[config.mk]
export PLATFORM = sky130hd
export DESIGN_NAME = deserializer_sipo_flat
export DESIGN_NICKNAME = d
export VERILOG_FILES = /design/src/rtl/deserializer_sipo_if.sv /design/src/rtl/deserializer_sipo.sv /design/src/flat_wrapper.sv
export SDC_FILE = /design/constraint.sdc
export NUM_CORES = 1
export LEC_CHECK = 0
export ABC_AREA = 1
export CAP_MARGIN = 20
export CELL_PAD_IN_SITES_DETAIL_PLACEMENT = 0
export CELL_PAD_IN_SITES_GLOBAL_PLACEMENT = 1
export CORE_ASPECT_RATIO = 1.2
export CORE_MARGIN = 8
export CORE_UTILIZATION = 46
export CTS_CLUSTER_DIAMETER = 80
export DETAILED_ROUTE_END_ITERATION = 10
export DONT_BUFFER_PORTS = 1
export GPL_ROUTABILITY_DRIVEN = 0
export PLACE_DENSITY = 0.75
export SYNTH_ARGS = -nofsm -noshare
export SYNTH_HDL_FRONTEND = slang
export SYNTH_SLANG_ARGS = --single-unit
[constraint.sdc]
create_clock -name clk -period 2.78 [get_ports clk]
set_input_delay 0.278 -clock clk [delete_from_list [all_inputs] [get_ports clk]]
set_output_delay 0.278 -clock clk [all_outputs]
set_load 0.02 [all_outputs]
[src/rtl/deserializer_sipo_if.sv]
// Parallel output stream of the SIPO deserializer: word plus valid/ready handshake.
// The deserializer drives the master side; the downstream consumer uses the slave side.
`timescale 1ns/1ps

interface deserializer_sipo_if #(
  parameter int WIDTH = 8
) ();

  logic [WIDTH-1:0] data_out;
  logic             out_valid;
  logic             out_ready;

  modport master (
    output data_out,
    output out_valid,
    input  out_ready
  );

  modport slave (
    input  data_out,
    input  out_valid,
    output out_ready
  );

endinterface

[src/rtl/deserializer_sipo.sv]
// SIPO deserializer: start bit, WIDTH data bits MSB-first, optional even parity
// (enabled by defining PARITY_EN), stop bit; words leave on a valid/ready stream.
`timescale 1ns/1ps

module deserializer_sipo #(
  parameter int WIDTH = 8
) (
  input  logic clk,
  input  logic rst,
  input  logic srl_en,
  input  logic srl_in,
  input  logic ovr_clr,
  output logic frame_err,
  output logic par_err,
  output logic overrun,
  output logic busy,
  deserializer_sipo_if.master rx
);

  localparam int CNT_W = (WIDTH > 2) ? $clog2(WIDTH) : 1;
  localparam logic [CNT_W-1:0] CNT_LAST = CNT_W'(WIDTH - 1);
  localparam logic [CNT_W-1:0] CNT_ONE  = CNT_W'(1);

  typedef enum logic [1:0] {
    IDLE = 2'd0,
    DATA = 2'd1,
    STOP = 2'd2
`ifdef PARITY_EN
    ,
    PAR  = 2'd3
`endif
  } state_t;

  state_t           state;
  state_t           state_nxt;
  logic [CNT_W-1:0] cnt;
  logic [WIDTH-1:0] shreg;
  logic [WIDTH-1:0] data_reg;
  logic             valid_reg;

  logic shift_en;
  logic cnt_clr;
  logic stop_seen;
  logic par_hold;
  logic commit;
  logic frame_hit;
  logic accept;
  logic drop;

`ifdef PARITY_EN
  logic par_cap;
  logic par_bad;
  logic par_hit;

  // Even parity: data bits XOR parity bit must be zero.
  function automatic logic parity_mismatch(input logic [WIDTH-1:0] d, input logic p);
    return (^d) ^ p;
  endfunction
`endif

  always_ff @(posedge clk or negedge rst) begin
    if (!rst) begin
      state <= IDLE;
    end else begin
      state <= state_nxt;
    end
  end

  always_comb begin
    state_nxt = state;
    shift_en  = 1'b0;
    cnt_clr   = 1'b0;
    stop_seen = 1'b0;
`ifdef PARITY_EN
    par_cap   = 1'b0;
`endif
    case (state)
      IDLE: begin
        if (srl_en && !srl_in) begin
          state_nxt = DATA;
          cnt_clr   = 1'b1;
        end
      end
      DATA: begin
        if (srl_en) begin
          shift_en = 1'b1;
          if (cnt == CNT_LAST) begin
`ifdef PARITY_EN
            state_nxt = PAR;
`else
            state_nxt = STOP;
`endif
          end
        end
      end
`ifdef PARITY_EN
      PAR: begin
        if (srl_en) begin
          par_cap   = 1'b1;
          state_nxt = STOP;
        end
      end
`endif
      STOP: begin
        if (srl_en) begin
          stop_seen = 1'b1;
          state_nxt = IDLE;
        end
      end
      default: state_nxt = IDLE;
    endcase
  end

  // Frame outcome, decided on the stop-bit strobe
`ifdef PARITY_EN
  assign par_hold = par_bad;
  assign par_hit  = stop_seen && srl_in && par_bad;
`else
  assign par_hold = 1'b0;
`endif
  assign frame_hit = stop_seen && !srl_in;
  assign commit    = stop_seen && srl_in && !par_hold;
  assign accept    = commit && (!valid_reg || rx.out_ready);
  assign drop      = commit && valid_reg && !rx.out_ready;

  always_ff @(posedge clk or negedge rst) begin
    if (!rst) begin
      cnt   <= '0;
      shreg <= '0;
    end else begin
      if (cnt_clr) begin
        cnt <= '0;
      end else if (shift_en) begin
        cnt <= cnt + CNT_ONE;
      end
      if (shift_en) begin
        shreg <= {shreg[WIDTH-2:0], srl_in};
      end
    end
  end

`ifdef PARITY_EN
  always_ff @(posedge clk or negedge rst) begin
    if (!rst) begin
      par_bad <= 1'b0;
      par_err <= 1'b0;
    end else begin
      if (par_cap) begin
        par_bad <= parity_mismatch(shreg, srl_in);
      end
      par_err <= par_hit;
    end
  end
`else
  assign par_err = 1'b0;
`endif

  // Output stage: a word is held until consumed; a new word arriving while
  // the old one is still pending is dropped and flagged as overrun.
  always_ff @(posedge clk or negedge rst) begin
    if (!rst) begin
      data_reg  <= '0;
      valid_reg <= 1'b0;
      frame_err <= 1'b0;
      overrun   <= 1'b0;
    end else begin
      frame_err <= frame_hit;
      if (accept) begin
        data_reg  <= shreg;
        valid_reg <= 1'b1;
      end else if (valid_reg && rx.out_ready) begin
        valid_reg <= 1'b0;
      end
      if (drop) begin
        overrun <= 1'b1;
      end else if (ovr_clr) begin
        overrun <= 1'b0;
      end
    end
  end

  assign rx.data_out  = data_reg;
  assign rx.out_valid = valid_reg;
  assign busy         = (state != IDLE);

endmodule

[src/flat_wrapper.sv]
// flat-port wrapper written by rule: the top's interface ports become plain ports
module deserializer_sipo_flat 
#(
  parameter int WIDTH = 8
)
  (clk, rst, srl_en, srl_in, ovr_clr, frame_err, par_err, overrun, busy, rx_data_out, rx_out_valid, rx_out_ready);
  deserializer_sipo_if #(.WIDTH(WIDTH)) rx_i ();
  input  logic clk;
  input  logic rst;
  input  logic srl_en;
  input  logic srl_in;
  input  logic ovr_clr;
  output logic frame_err;
  output logic par_err;
  output logic overrun;
  output logic busy;
  output wire logic [$bits(rx_i.data_out)-1:0] rx_data_out;
  output wire logic [$bits(rx_i.out_valid)-1:0] rx_out_valid;
  input wire logic [$bits(rx_i.out_ready)-1:0] rx_out_ready;
  assign rx_data_out = rx_i.data_out;
  assign rx_out_valid = rx_i.out_valid;
  assign rx_i.out_ready = rx_out_ready;
  deserializer_sipo #(.WIDTH(WIDTH)) u_core (.clk(clk), .rst(rst), .srl_en(srl_en), .srl_in(srl_in), .ovr_clr(ovr_clr), .frame_err(frame_err), .par_err(par_err), .overrun(overrun), .busy(busy), .rx(rx_i));
endmodule
### Word-level counts from Yosys, hierarchy flattened

Cells that the tools add are included.

* add/subtract/negate cells: 1
* equality and inequality tests: 7
* mux-type cells: 16
* reduce and logical (&&, ||, !) cells: 17

Operators with widths (number)
* 1-bit two-way mux: 9
* 2-bit two-way mux: 4
* 2-bit nonzero test: 4
* 1-bit logical AND: 7
* 3-bit two-way mux: 2
* 2-bit one-hot mux with 3 select lines: 1
* 2-bit by 1-bit inequality test with 1-bit output (second input constant): 2
* 2-bit inequality test (second input constant): 2
* 4-bit AND reduction: 1
* 3-bit by 1-bit adder with 3-bit output (second input constant): 1
* 3-bit == test (second input constant): 1
* 1-bit zero test: 3
* 2-bit by 1-bit == test with 1-bit output (second input constant): 1
* 2-bit == test (second input constant): 1
* 2-bit zero test: 1
* 1-bit logical OR: 1

* flip-flop bits (word level): 24
* logic and storage cells: 48

### Logic depth before layout (Yosys ltp)

* word-level depth: 6
* gate-level depth with buffers: 6

### Worst setup path after synthesis

OpenSTA, ideal clock, no wires.

* path kind: register to register
* from: register u_core.cnt[0]
* to: register u_core.cnt[2]
* library setup time: 0.117 ns
* arrival time: 0.921 ns
* data required time: 2.663 ns
* slack: 1.742 ns
* cell stages (with the launch flop): 5
* clock period less this slack: 1.038 ns
* path through: dfrtp_1 > ha_1 > ha_1 > nand2_1 > nand2_1

* longest elaborated chain between the ends: 3

Ends and longest elaborated chain
* start, declared: RTL line deserializer_sipo.sv:36 `logic [CNT_W-1:0] cnt;`
* start signal, assigned: RTL line deserializer_sipo.sv:134 `cnt <= cnt + CNT_ONE;`
* 3-bit by 1-bit adder with 3-bit output: RTL line deserializer_sipo.sv:134
* 3-bit two-way mux: RTL line deserializer_sipo.sv:133 `end else if (shift_en) begin`
* 3-bit two-way mux: RTL line deserializer_sipo.sv:131 `if (cnt_clr) begin`

No other way between the ends. The select of a mux whose other input is x is not followed.
A chain may end at the register's enable or synchronous reset.

### Worst setup path in the final report

* from: register u_core.state[1]
* to: register u_core.cnt[0]

* longest elaborated chain between the ends: 3
* elaborated cells between the ends (all ways): 6
* those cells by class: eq/ne: 1; mux: 3; reduce/logical: 2

Ends and longest elaborated chain
* start, declared: RTL line deserializer_sipo.sv:34 `state_t state;`
* start signal, assigned: RTL line deserializer_sipo.sv:65 `state <= state_nxt;`
* 2-bit by 1-bit == test with 1-bit output / 2-bit zero test (equally long branches): RTL line deserializer_sipo.sv:77 `case (state)`
* 1-bit two-way mux: RTL line deserializer_sipo.sv:77
* 2-bit nonzero test (no line) / 3-bit two-way mux (equally long branches)

Parallel ways exist; a longest one is shown, timed or not.

==> impl_metrics.py <==
metrics = {
    "finish": {
        "n_antenna_cell": 0,
        "layoutNonFillerInstCount": 146,
        "nets": 125,
        "drive_above_1_share_pct": 9.48,
        "final_area_um2": 1110,
        "fillers": 202,
        "area_growth_pct": 8.67,
    },
    "run": {
        "cap_violations": 0,
    },
    "sta": {
        "skew_ns": 0.00186,
        "fin_setup_tns_ns": 0,
        "setup_viol": 0,
        "period_needed_ns": 1.37,
        "timing.fmax_ghz": 0.728,
        "rsz0062_at_grt": "false",
        "slew_viol_final": 0,
        "hold_violations": 0,
        "finalCritPeriodShare_pct": 49.4,
    },
    "synthesis": {
        "ys_ff_latch": 24,
        "yosysWarnings": 0,
        "netlist.area_leader.share_pct": 58.6,
        "syn_area_per_cell_um2": 9.07,
        "ys_types": 18,
        "synth_top_cells_by_area": "dfrtp_1 (59%), nand2_1 (16%), nand3_1 (6.3%)",
        "syn_area_um2": 1020,
        "syn-num-nets": 121,
        "syn_inst": 113,
        "yosysTopAreaCell": "dfrtp_1",
        "yosysSeqAreaShare_pct": 58.6,
    },
    "cts": {
        "h-tree-depth": 1,
        "clk_pin_slew_worst_paths_ns": 0.13,
        "numCtsBuffers": 3,
        "cts_root_buf": "clkbuf_4",
        "cts.sinks": 24,
        "cts.repair.resized": 0,
        "cts_setup_buffers": 0,
        "clk-insertion-delay-late_ns": 0.31,
        "ctsHoldBuffers": 1,
        "cts_max_path_buffers": 2,
        "cts_tree": "built",
    },
    "placement": {
        "hpwl_mm": 1.32,
        "placedCellCount": 140,
        "port_buffers": 0,
        "place_area_um2": 1040,
    },
    "floorplanning": {
        "core_area_um2": 2090,
        "die_y_um": 67.7,
        "start_util_pct": 48.9,
        "die_area_um2": 4000,
        "io_pins": 19,
        "die_w_um": 59.1,
        "rows": 18,
    },
    "setup_path": {
        "cp-end-kind": "register",
        "critical_path_arrival_ns": 1.64,
        "worstSetupStartpointType": "register",
        "crit_type": "reg -> reg",
        "crit_fanout": 12,
        "crit_required_ns": 3.05,
        "reg2reg_depth": 5,
    },
    "detailed_routing": {
        "maxUsedRoutingLayer": "met4",
        "drtPass1Iterations": 4,
        "via_count": 705,
        "wl_met3_um": 99,
        "totalWireLength_mm": 1.76,
        "dr_wl_met2_um": 869,
        "drtAntennaViolNets": 0,
        "met1_length_um": 743,
        "route.detailed.drc": 0,
        "avgRoutedWirePerCell_um": 12.0,
        "viasPerCell": 4.83,
        "initialDrtViolationCount": 18,
    },
    "pwr": {
        "power_density_nw_per_um2": 843,
        "power_uw": 939,
        "p_leak_uw": 0.000614,
        "irDropWorstVdd_mv": 0.517,
    },
    "grt": {
        "antenna_found_initial": 0,
        "grtUsageTotal_pct": 10.1,
        "grt_pass1_wl_mm": 3.08,
        "gr-total-overflow": 0,
        "grt_pass1_vias": 696,
        "grt_max_degree": 25,
    },
    "outcome": {
        "status": "complete, no violations",
    },
    "min_path": {
        "holdPathStages": 1,
        "min_path_type": "in -> reg",
    },
}
## state kept, by name, summed over array words and instances, names as in the netlist
| signal | count |
|---|---|
| u_core.cnt | 3 |
| u_core.frame_err | 1 |
| u_core.overrun | 1 |
| u_core.rx.data_out | 8 |
| u_core.rx.out_valid | 1 |
| u_core.shreg | 8 |
| u_core.state | 2 |
## Yosys cell counts, drive strengths merged
library cell  instances
ha                    2
nand2                48
nor3                  1
o211ai                1
nand4                 1
o21ai                 4
nand3                13
buf                   3
inv                  11
dfrtp                24
nor2                  4
conb                  1
## area by class of cell
type | count | area, µm² | share of cell area, %
sequential | 24 | 601 | 53.9
timing repair buffer | 2 | 25.0 | 2.25
tap | 30 | 37.5 | 3.37
clock buffer | 3 | 22.5 | 2.02
multi-input combinational | 75 | 357 | 32.0
inverter | 11 | 41.3 | 3.71
clock inverter | 1 | 30.0 | 2.70
## metrics by stage
stage	hold slack (ns)	util (%)	setup slack, ns
6_report	0.00867	53.2	1.41
5_1_grt	0.00430	53.2	1.31
4_1_cts	0.00426	52.4	1.41
3_5_place_dp	-0.0168	49.5	1.44
3_3_place_gp	-0.0169	49.5	1.51
2_1_floorplan	-0.0176	-	1.74
## placed cells by master (no fill, tap or decap), drive strengths merged
cell type    Yosys  routed
nand3           13      13
o21ai            4       4
o211ai           1       1
clkbuf           0       3
nor3             1       1
buf              3       1
dfrtp           24      24
dlygate4sd3      0       1
nand4            1       1
conb             1       1
inv             11      11
ha               2       2
nor2             4       4
nand2           48      48
bufinv           0       1
## final timing paths
| kind | start | end | slack (ns) |
|---|---|---|---|
| worst max register to register | u_core.state[1] | u_core.cnt[0] | 1.41 |
| worst min-delay path | srl_in | u_core.frame_err | 0.009 |
| min in group asynchronous | rst | u_core.rx.out_valid | 0.30 |
| worst max-delay path | u_core.state[1] | u_core.cnt[0] | 1.41 |
| worst min register to register | u_core.shreg[7] | u_core.shreg[7] | 0.50 |
| max in group asynchronous | rst | u_core.cnt[2] | 2.04 |
## worst max-delay path, stage by stage (launching register included)
cell and delay, ns:
dfrtp_1 0.42, inv_1 0.09, nand3_1 0.34, inv_2 0.29, nand3_1 0.11, nand2_1 0.07
## report_power, final
part | internal [µW] | leakage [µW] | switching, µW
combinational | 65.6 | 0.000267 | 120
sequential | 431 | 0.000319 | 71.8
clock | 146 | 0.0000279 | 105
## layer usage
metal	global-route usage (%)	vias to the layer above
met3	3.42	5
li1	-	355
met2	17.3	15
met1	10.5	330
met5	0	-
met4	6.29	0
## cells by family (layout without fill, tap and decap cells)
family | after synthesis | after routing | synth area share [%]
flops | 24 | 24 | 58.6
compound gates | 5 | 5 | 2.69
buf+inv | 14 | 17 | 6.59
other cells | 1 | 1 | 0.366
simple gates | 67 | 67 | 29.3
fa+ha+maj | 2 | 2 | 2.44
(Power assumes the default switching activity.)
